[src/rtl/controle_multiciclo.sv]
// Multicycle control unit: fetch/decode/exec/mem/wb sequencer for the 8-bit datapath.
// Owns the PC and instruction register; control outputs are Moore-decoded from state + IR.
module controle_multiciclo #(
    parameter logic [7:0] PC_RESET = 8'h00
) (
    input  logic        clk,
    input  logic        reset,
    input  logic [15:0] instr,
    output logic [7:0]  pc,
    output logic [2:0]  ULAControl,
    output logic        SrcBSel,
    input  logic        FlagZ,
    output logic [1:0]  rd,
    output logic [1:0]  ra,
    output logic [1:0]  rb,
    output logic [7:0]  imm,
    output logic        RegWrite,
    output logic        WBSel,
    output logic        mem_read,
    output logic        mem_write,
    input  logic        mem_ready,
    output logic        halted
);

    typedef enum logic [2:0] {
        S_FETCH, S_DECODE, S_EXEC, S_MEM, S_WB, S_HALT
    } state_t;

    localparam logic [3:0] OP_AND  = 4'd0;
    localparam logic [3:0] OP_OR   = 4'd1;
    localparam logic [3:0] OP_ADD  = 4'd2;
    localparam logic [3:0] OP_NOR  = 4'd3;
    localparam logic [3:0] OP_XOR  = 4'd4;
    localparam logic [3:0] OP_SLT  = 4'd5;
    localparam logic [3:0] OP_ADDI = 4'd6;
    localparam logic [3:0] OP_BEQ  = 4'd7;
    localparam logic [3:0] OP_BNE  = 4'd8;
    localparam logic [3:0] OP_LW   = 4'd9;
    localparam logic [3:0] OP_SW   = 4'd10;
    localparam logic [3:0] OP_JMP  = 4'd11;
    localparam logic [3:0] OP_HALT = 4'd15;

    state_t      state, state_nxt;
    logic [15:0] ir, ir_nxt;
    logic [7:0]  pc_nxt;
    logic [3:0]  op;

    assign op  = ir[15:12];
    assign rd  = ir[11:10];
    assign ra  = ir[9:8];
    assign rb  = ir[7:6];
    assign imm = ir[7:0];

    function automatic logic [2:0] ula_decode(input logic [3:0] opc);
        case (opc)
            OP_AND:  return 3'b000;
            OP_OR:   return 3'b001;
            OP_NOR:  return 3'b011;
            OP_XOR:  return 3'b100;
            OP_SLT:  return 3'b111;
            OP_BEQ:  return 3'b110;
            OP_BNE:  return 3'b101;
            default: return 3'b010;
        endcase
    endfunction

    // Offset is two's complement; the 8-bit sum wraps modulo 256 by construction.
    function automatic logic [7:0] branch_target(input logic [7:0] base,
                                                 input logic signed [7:0] off);
        return base + $unsigned(off);
    endfunction

    always_ff @(posedge clk or posedge reset) begin
        if (reset) begin
            state <= S_FETCH;
            pc    <= PC_RESET;
            ir    <= '0;
        end else begin
            state <= state_nxt;
            pc    <= pc_nxt;
            ir    <= ir_nxt;
        end
    end

    always_comb begin
        state_nxt = state;
        pc_nxt    = pc;
        ir_nxt    = ir;
        case (state)
            S_FETCH: begin
                ir_nxt    = instr;
                pc_nxt    = pc + 8'd1;
                state_nxt = S_DECODE;
            end
            S_DECODE: begin
                case (op)
                    OP_JMP: begin
                        pc_nxt    = imm;
                        state_nxt = S_FETCH;
                    end
                    OP_HALT:             state_nxt = S_HALT;
                    4'd12, 4'd13, 4'd14: state_nxt = S_FETCH;
                    default:             state_nxt = S_EXEC;
                endcase
            end
            S_EXEC: begin
                if (op == OP_LW || op == OP_SW) begin
                    state_nxt = S_MEM;
                end else if (op == OP_BEQ || op == OP_BNE) begin
                    if (FlagZ) pc_nxt = branch_target(pc, imm);
                    state_nxt = S_FETCH;
                end else begin
                    state_nxt = S_WB;
                end
            end
            S_MEM: begin
                if (mem_ready) state_nxt = (op == OP_LW) ? S_WB : S_FETCH;
            end
            S_WB:    state_nxt = S_FETCH;
            S_HALT:  state_nxt = S_HALT;
            default: state_nxt = S_FETCH;
        endcase
    end

    always_comb begin
        ULAControl = 3'b010;
        SrcBSel    = 1'b0;
        RegWrite   = 1'b0;
        WBSel      = 1'b0;
        mem_read   = 1'b0;
        mem_write  = 1'b0;
        halted     = 1'b0;
        case (state)
            S_EXEC, S_MEM: begin
                ULAControl = ula_decode(op);
                SrcBSel    = (op == OP_ADDI) || (op == OP_LW) || (op == OP_SW);
                if (state == S_MEM) begin
                    mem_read  = (op == OP_LW);
                    mem_write = (op == OP_SW);
                end
            end
            S_WB: begin
                RegWrite = 1'b1;
                WBSel    = (op == OP_LW);
            end
            S_HALT:  halted = 1'b1;
            default: ;
        endcase
    end

endmodule

[config.mk]
export PLATFORM = sky130hd
export DESIGN_NAME = controle_multiciclo
export DESIGN_NICKNAME = d
export VERILOG_FILES = /design/src/rtl/controle_multiciclo.sv
export SDC_FILE = /design/constraint.sdc
export NUM_CORES = 1
export LEC_CHECK = 0
export CORE_MARGIN = 1.5
export CORE_UTILIZATION = 49
export CTS_CLUSTER_DIAMETER = 30
export DETAILED_ROUTE_END_ITERATION = 10
export GPL_TIMING_DRIVEN = 0
export PLACE_DENSITY = 0.78
export SLEW_MARGIN = 10
export SYNTH_ARGS = -nofsm -noshare
export SYNTH_HDL_FRONTEND = slang
export SYNTH_SLANG_ARGS = --single-unit
[constraint.sdc]
create_clock -name clk -period 3.3 [get_ports clk]
set_clock_uncertainty 0.2 [all_clocks]
set_input_delay 0.66 -clock clk [delete_from_list [all_inputs] [get_ports clk]]
set_output_delay 0.66 -clock clk [all_outputs]
set_load 0.1 [all_outputs]
; ---- Word-level counts from Yosys, hierarchy flattened
; Cells that the tools add are included.
[totals]
out_inout_bits = 31
register_bits = 27
elab_cells = 60
[classes]
reduce_logical = 10
n_eq_ne = 24
mux = 21
n_addsub = 2
[ops]
columns = operator, count
row1 = $eq 4x4->1 const B, 8
row2 = $mux 8, 4
row3 = $pmux 8 s3, 1
row4 = $pmux 3 s7, 1
row5 = $eq 4x3->1 const B, 4
row6 = $mux 3, 5
row7 = $pmux 3 s5, 1
row8 = $ne 2x2->1 const B, 5
row9 = $add 8x1->8 const B, 1
row10 = $add 8x8->8, 1
row11 = $mux 1, 8
row12 = $eq 3x2->1 const B, 2
row13 = $eq 3x3->1 const B, 2
row14 = $pmux 3 s2, 1
row15 = $reduce_and 5->1, 1
row16 = $eq 4x1->1 const B, 1
row17 = $eq 4x2->1 const B, 1
row18 = $logic_not 4->1, 1
row19 = $logic_or 1x1->1, 4
row20 = $reduce_or 4->1, 1
row21 = $eq 3x1->1 const B, 1
row22 = $logic_not 3->1, 1
row23 = $reduce_bool 3->1, 1
row24 = $reduce_or 2->1, 1

; ---- Logic depth before layout (Yosys ltp)
[depth]
depth_word = 5
mapped_depth = 12
ltp_nobuf = 11

; ---- Worst setup path after synthesis
; OpenSTA, ideal clock, no wires.
[synth_path]
path_kind = reg2out
start = reg state[0]
end = out WBSel
stages_incl_launch_ff = 4
path_slack_ns = -2.687
arrival_ns = 5.127
n_path_buf = 1
t_required_ns = 2.440
cell_sequence = dfrtp_1 > buf_2 > nor3b_1 > nor3b_1
[synth_via]
elab_chain_len = 2
[synth_rtl]
columns = item, line_no
row1 = from (decl), 43  ; state_t state, state_nxt;
row2 = from (signal assigned), 79  ; state <= state_nxt;
row3 = $eq 3x3->1, 133  ; case (state)
row4 = $mux 1, 133
row5 = to (decl), 18  ; output logic WBSel,
; Every way passes these cells.

; ---- Worst setup path after layout
[layout_path]
start = reg ir[14]
end = out ULAControl[0]
[layout_via]
elab_chain_len = 3
word_cells_on_any_way = 9
classes_between = eq/ne: 6 / mux: 2 / reduce/logical: 1
[layout_rtl]
columns = item, line_no
row1 = from (decl), 44  ; logic [15:0] ir, ir_nxt;
row2 = from (signal assigned), 81  ; ir <= ir_nxt;
row3 = $eq 4x4->1 (tied with other cells), 55  ; case (opc)
row4 = $pmux 3 s7 (*), 55
row5 = $mux 3 (*), 133
row6 = to (decl), 10  ; output logic [2:0] ULAControl,
; Every way passes the cells marked *; elsewhere a longest branch is shown, timed or not.

==> impl_metrics.sql <==
INSERT INTO impl_metrics (metric_group, metric, value, unit) VALUES
('routing', 'via_per_inst', '5.39', ''),
('floorplan', 'die-height', '65.4', 'µm'),
('cells_and_area', 'flow.area_growth_from_synthesis', '32.8', '%'),
('cells_and_area', 'number_of_antenna_repair_diodes', '0', ''),
('grt', 'antenna_found_initial', '0', ''),
('clocking', 'cts_root_buffer', 'clkbuf_8', ''),
('timing', 'peak_clock_frequency_supported_by_timing', '0.315', 'GHz'),
('grt', 'globalRouteOverflowTotal', '0', ''),
('synthesis', 'synth_warnings', '0', ''),
('timing', 'worstMarginPinSlew', '1040', 'ps'),
('grt', 'global_route.usage.total', '0.210', ''),
('clocking', 'clock_tree.htree_level_count', '1', ''),
('place', 'portBuffers', '50', ''),
('synthesis', 'synth-edff-count', '0', ''),
('clocking', 'post_cts_resized', '7', ''),
('synthesis', 'syn_nets', '230', ''),
('clocking', 'worstSkewPairLatency', '270', 'ps'),
('critical_path', 'cp.arrival', '2310', 'ps'),
('routing', 'wl_met1', '1.96', 'mm'),
('critical_path', 'worstSetupStartpoint', 'ir[14]', ''),
('critical_path', 'setup.worst_path.class', 'register to output port', ''),
('synthesis', 'post_synthesis_mean_instance_area', '9.45', 'µm²'),
('synthesis', 'post_synth_instance_area', '0.00191', 'mm²'),
('hold_path', 'worst_hold_path_type', 'register to register', ''),
('routing', 'route.detailed.drc', '0', ''),
('synthesis', 'netlist_top_cells_count', '27 x dfrtp_1, 15 x buf_4, 15 x nand2_1, 15 x nor2_1, 13 x a21oi_1', ''),
('floorplan', 'io_pins', '51', ''),
('synthesis', 'synth_seq_area_share', '0.354', ''),
('timing', 'final-hold-violation-count', '0', ''),
('routing', 'route.detailed.wl_per_inst', '13.6', 'µm'),
('hold_path', 'timing.hold.worst_path_depth', '1', ''),
('synthesis', 'synth_cell_type_count', '48', ''),
('synthesis', 'syn_inst', '202', ''),
('routing', 'routed-via-count', '1640', ''),
('grt', 'largest_net_degree_at_the_start_of_global_routing', '28', ''),
('grt', 'grt_first_pass_wirelength', '7.02', 'mm'),
('timing', 'max_slew_margin', '0.308', ''),
('floorplan', 'num_rows', '22', ''),
('place', 'gp_routability_congestion', '0.835', ''),
('clocking', 'cts.clk_slew.worst_paths', '90', 'ps'),
('timing', 'post-route-period-util', '0.961', ''),
('timing', 'finalSetupTns', '0', 'ps'),
('synthesis', 'synth.area.top_cells', 'dfrtp_1 35%, mux2_2 7.1%, buf_4 5.9%, ha_1 4.6%, a21oi_1 3.4%', ''),
('timing', 'unrepaired_setup_endpoints_after_global_routing', 'true', ''),
('floorplan', 'design.die.area', '0.00428', 'mm²'),
('clocking', 'post_cts_buffers', '0', ''),
('routing', 'highest-signal-layer', 'met4', ''),
('synthesis', 'post-synth-top-count-cell', 'dfrtp_1', ''),
('hold_path', 'holdCritStartpoint', 'ir[9]', ''),
('critical_path', 'regToRegStartpoint', 'state[1]', ''),
('cells_and_area', 'final.fill_count', '313', ''),
('critical_path', 'cp_cell_sequence', 'buf_2 -> nand2b_4 -> nor3_2 -> a31oi_1 -> nor2_1 -> dlygate4sd2_1', ''),
('critical_path', 'path_max_fanout', '10', ''),
('clocking', 'clock_sink_count', '27', ''),
('run', 'max_cap_viol_count', '0', ''),
('floorplan', 'design.core.area', '0.00369', 'mm²'),
('synthesis', 'synthDominantAreaCellType', 'dfrtp_1', ''),
('timing', 'finalSetupViolations', '0', ''),
('run_status', 'status', 'finished clean', ''),
('timing', 'final-max-slew-violation-count', '0', ''),
('clocking', 'cts-hold-fix-buffers', '0', ''),
('critical_path', 'slowest_delay', '870', 'ps'),
('floorplan', 'floorplan.initialDensity', '0.517', ''),
('critical_path', 'timing.critical_path.required', '2440', 'ps'),
('synthesis', 'ys.flop_type', 'dfrtp_1', ''),
('critical_path', 'r2r.worst_path.cells', '12', ''),
('cells_and_area', 'num-nets-final', '285', ''),
('synthesis', 'ys_async_sr_fraction', '1.00', ''),
('clocking', 'cts_buffers', '3', ''),
('routing', 'met2_wirelength', '1.98', 'mm'),
('floorplan', 'die_width', '65.4', 'µm');
==> worst paths after layout <==
| path | endpoint | slack (ps) |
|---|---|---|
| max reg2reg | pc[6] | 180 |
| min reg2reg | ir[9] | 310 |
| min in group asynchronous | ir[1] | 740 |
| max in group asynchronous | ir[0] | 1540 |
| min | ir[9] | 310 |
| max | ULAControl[0] | 130 |
==> cell usage in the layout, fill, tap and decap left out, types with 2 or more instances in the layout <==
cell | netlist | routed
clkdlybuf4s50_1 | 0 | 42
dfrtp_1 | 27 | 27
nand2_1 | 15 | 15
buf_4 | 15 | 15
nor2_1 | 15 | 14
a21oi_1 | 13 | 13
mux2_2 | 12 | 12
buf_2 | 7 | 7
inv_1 | 7 | 7
ha_1 | 7 | 7
dlygate4sd2_1 | 0 | 7
o21ai_0 | 6 | 6
o21ai_1 | 6 | 6
nor3_1 | 6 | 6
and2_1 | 6 | 6
nor2b_1 | 5 | 5
nand2b_1 | 5 | 5
mux2_1 | 4 | 4
or3_1 | 3 | 3
o31ai_1 | 3 | 3
clkbuf_8 | 0 | 3
o211ai_1 | 2 | 2
clkbuf_1 | 2 | 2
a31oi_1 | 2 | 2
nor4_2 | 0 | 2
nor3b_2 | 0 | 2
a21o_1 | 2 | 2
mux2i_1 | 2 | 2
a211oi_1 | 2 | 2
o21a_1 | 2 | 2
==> cell families after synthesis <==
logic type               after synthesis  share of synthesized area
AND/OR/NAND/NOR                       67                      0.198
AO/OA/AOI/OAI                         47                      0.174
buffers and inverters                 33                      0.103
flip-flops                            27                      0.354
multiplexers                          18                      0.105
adder cells (fa/ha/maj)                9                     0.0616
XOR/XNOR                               1                    0.00459
==> flip-flops by register name (all words and copies together) (netlist names) <==
name,count
ir,16
state,3
pc,8
==> stage by stage <==
| step | hold slack, ps | std cells | worst slack, ps | utilization | area, µm² |
|---|---|---|---|---|---|
| after detailed placement | 297 | 300 | 150 | 0.675 | 2490 |
| after global placement | 293 | 300 | 167 | 0.675 | 2490 |
| final | 312 | 304 | 129 | 0.687 | 2530 |
| after floorplan | 282 | 202 | -785 | - | 1930 |
| after global routing | 336 | 304 | -80.9 | 0.687 | 2530 |
| after CTS | 318 | 304 | 19.8 | 0.686 | 2530 |
==> per-layer routing <==
| metal | global-route usage | up-vias |
|---|---|---|
| li1 | - | 807 |
| met1 | 0.281 | 793 |
| met2 | 0.361 | 38 |
| met3 | 0.0394 | 2 |
| met4 | 0.0313 | 0 |
| met5 | 0 | - |
==> final cells by class <==
cell class                 instances  area [µm²]  area share
multi-input combinational        142        1060       0.419
sequential                        27         676       0.267
timing repair buffer              50         494       0.195
buffer                            25         166      0.0657
tap                               48        60.1      0.0237
clock buffer                       3        41.3      0.0163
inverter                           8        30.0      0.0119
clock inverter                     1        5.00     0.00198
==> critical path: cells and delay by family, from the launching register on <==
family | cells | cell delay (ps)
buffers and inverters | 2 | 1050
DFF | 1 | 370
and+or+nand+nor | 3 | 550
AOI/OAI and AO/OA | 1 | 70
Power is not shown: default switching activity piles up to over one toggle a cycle in this logic, so the estimate is an artifact.
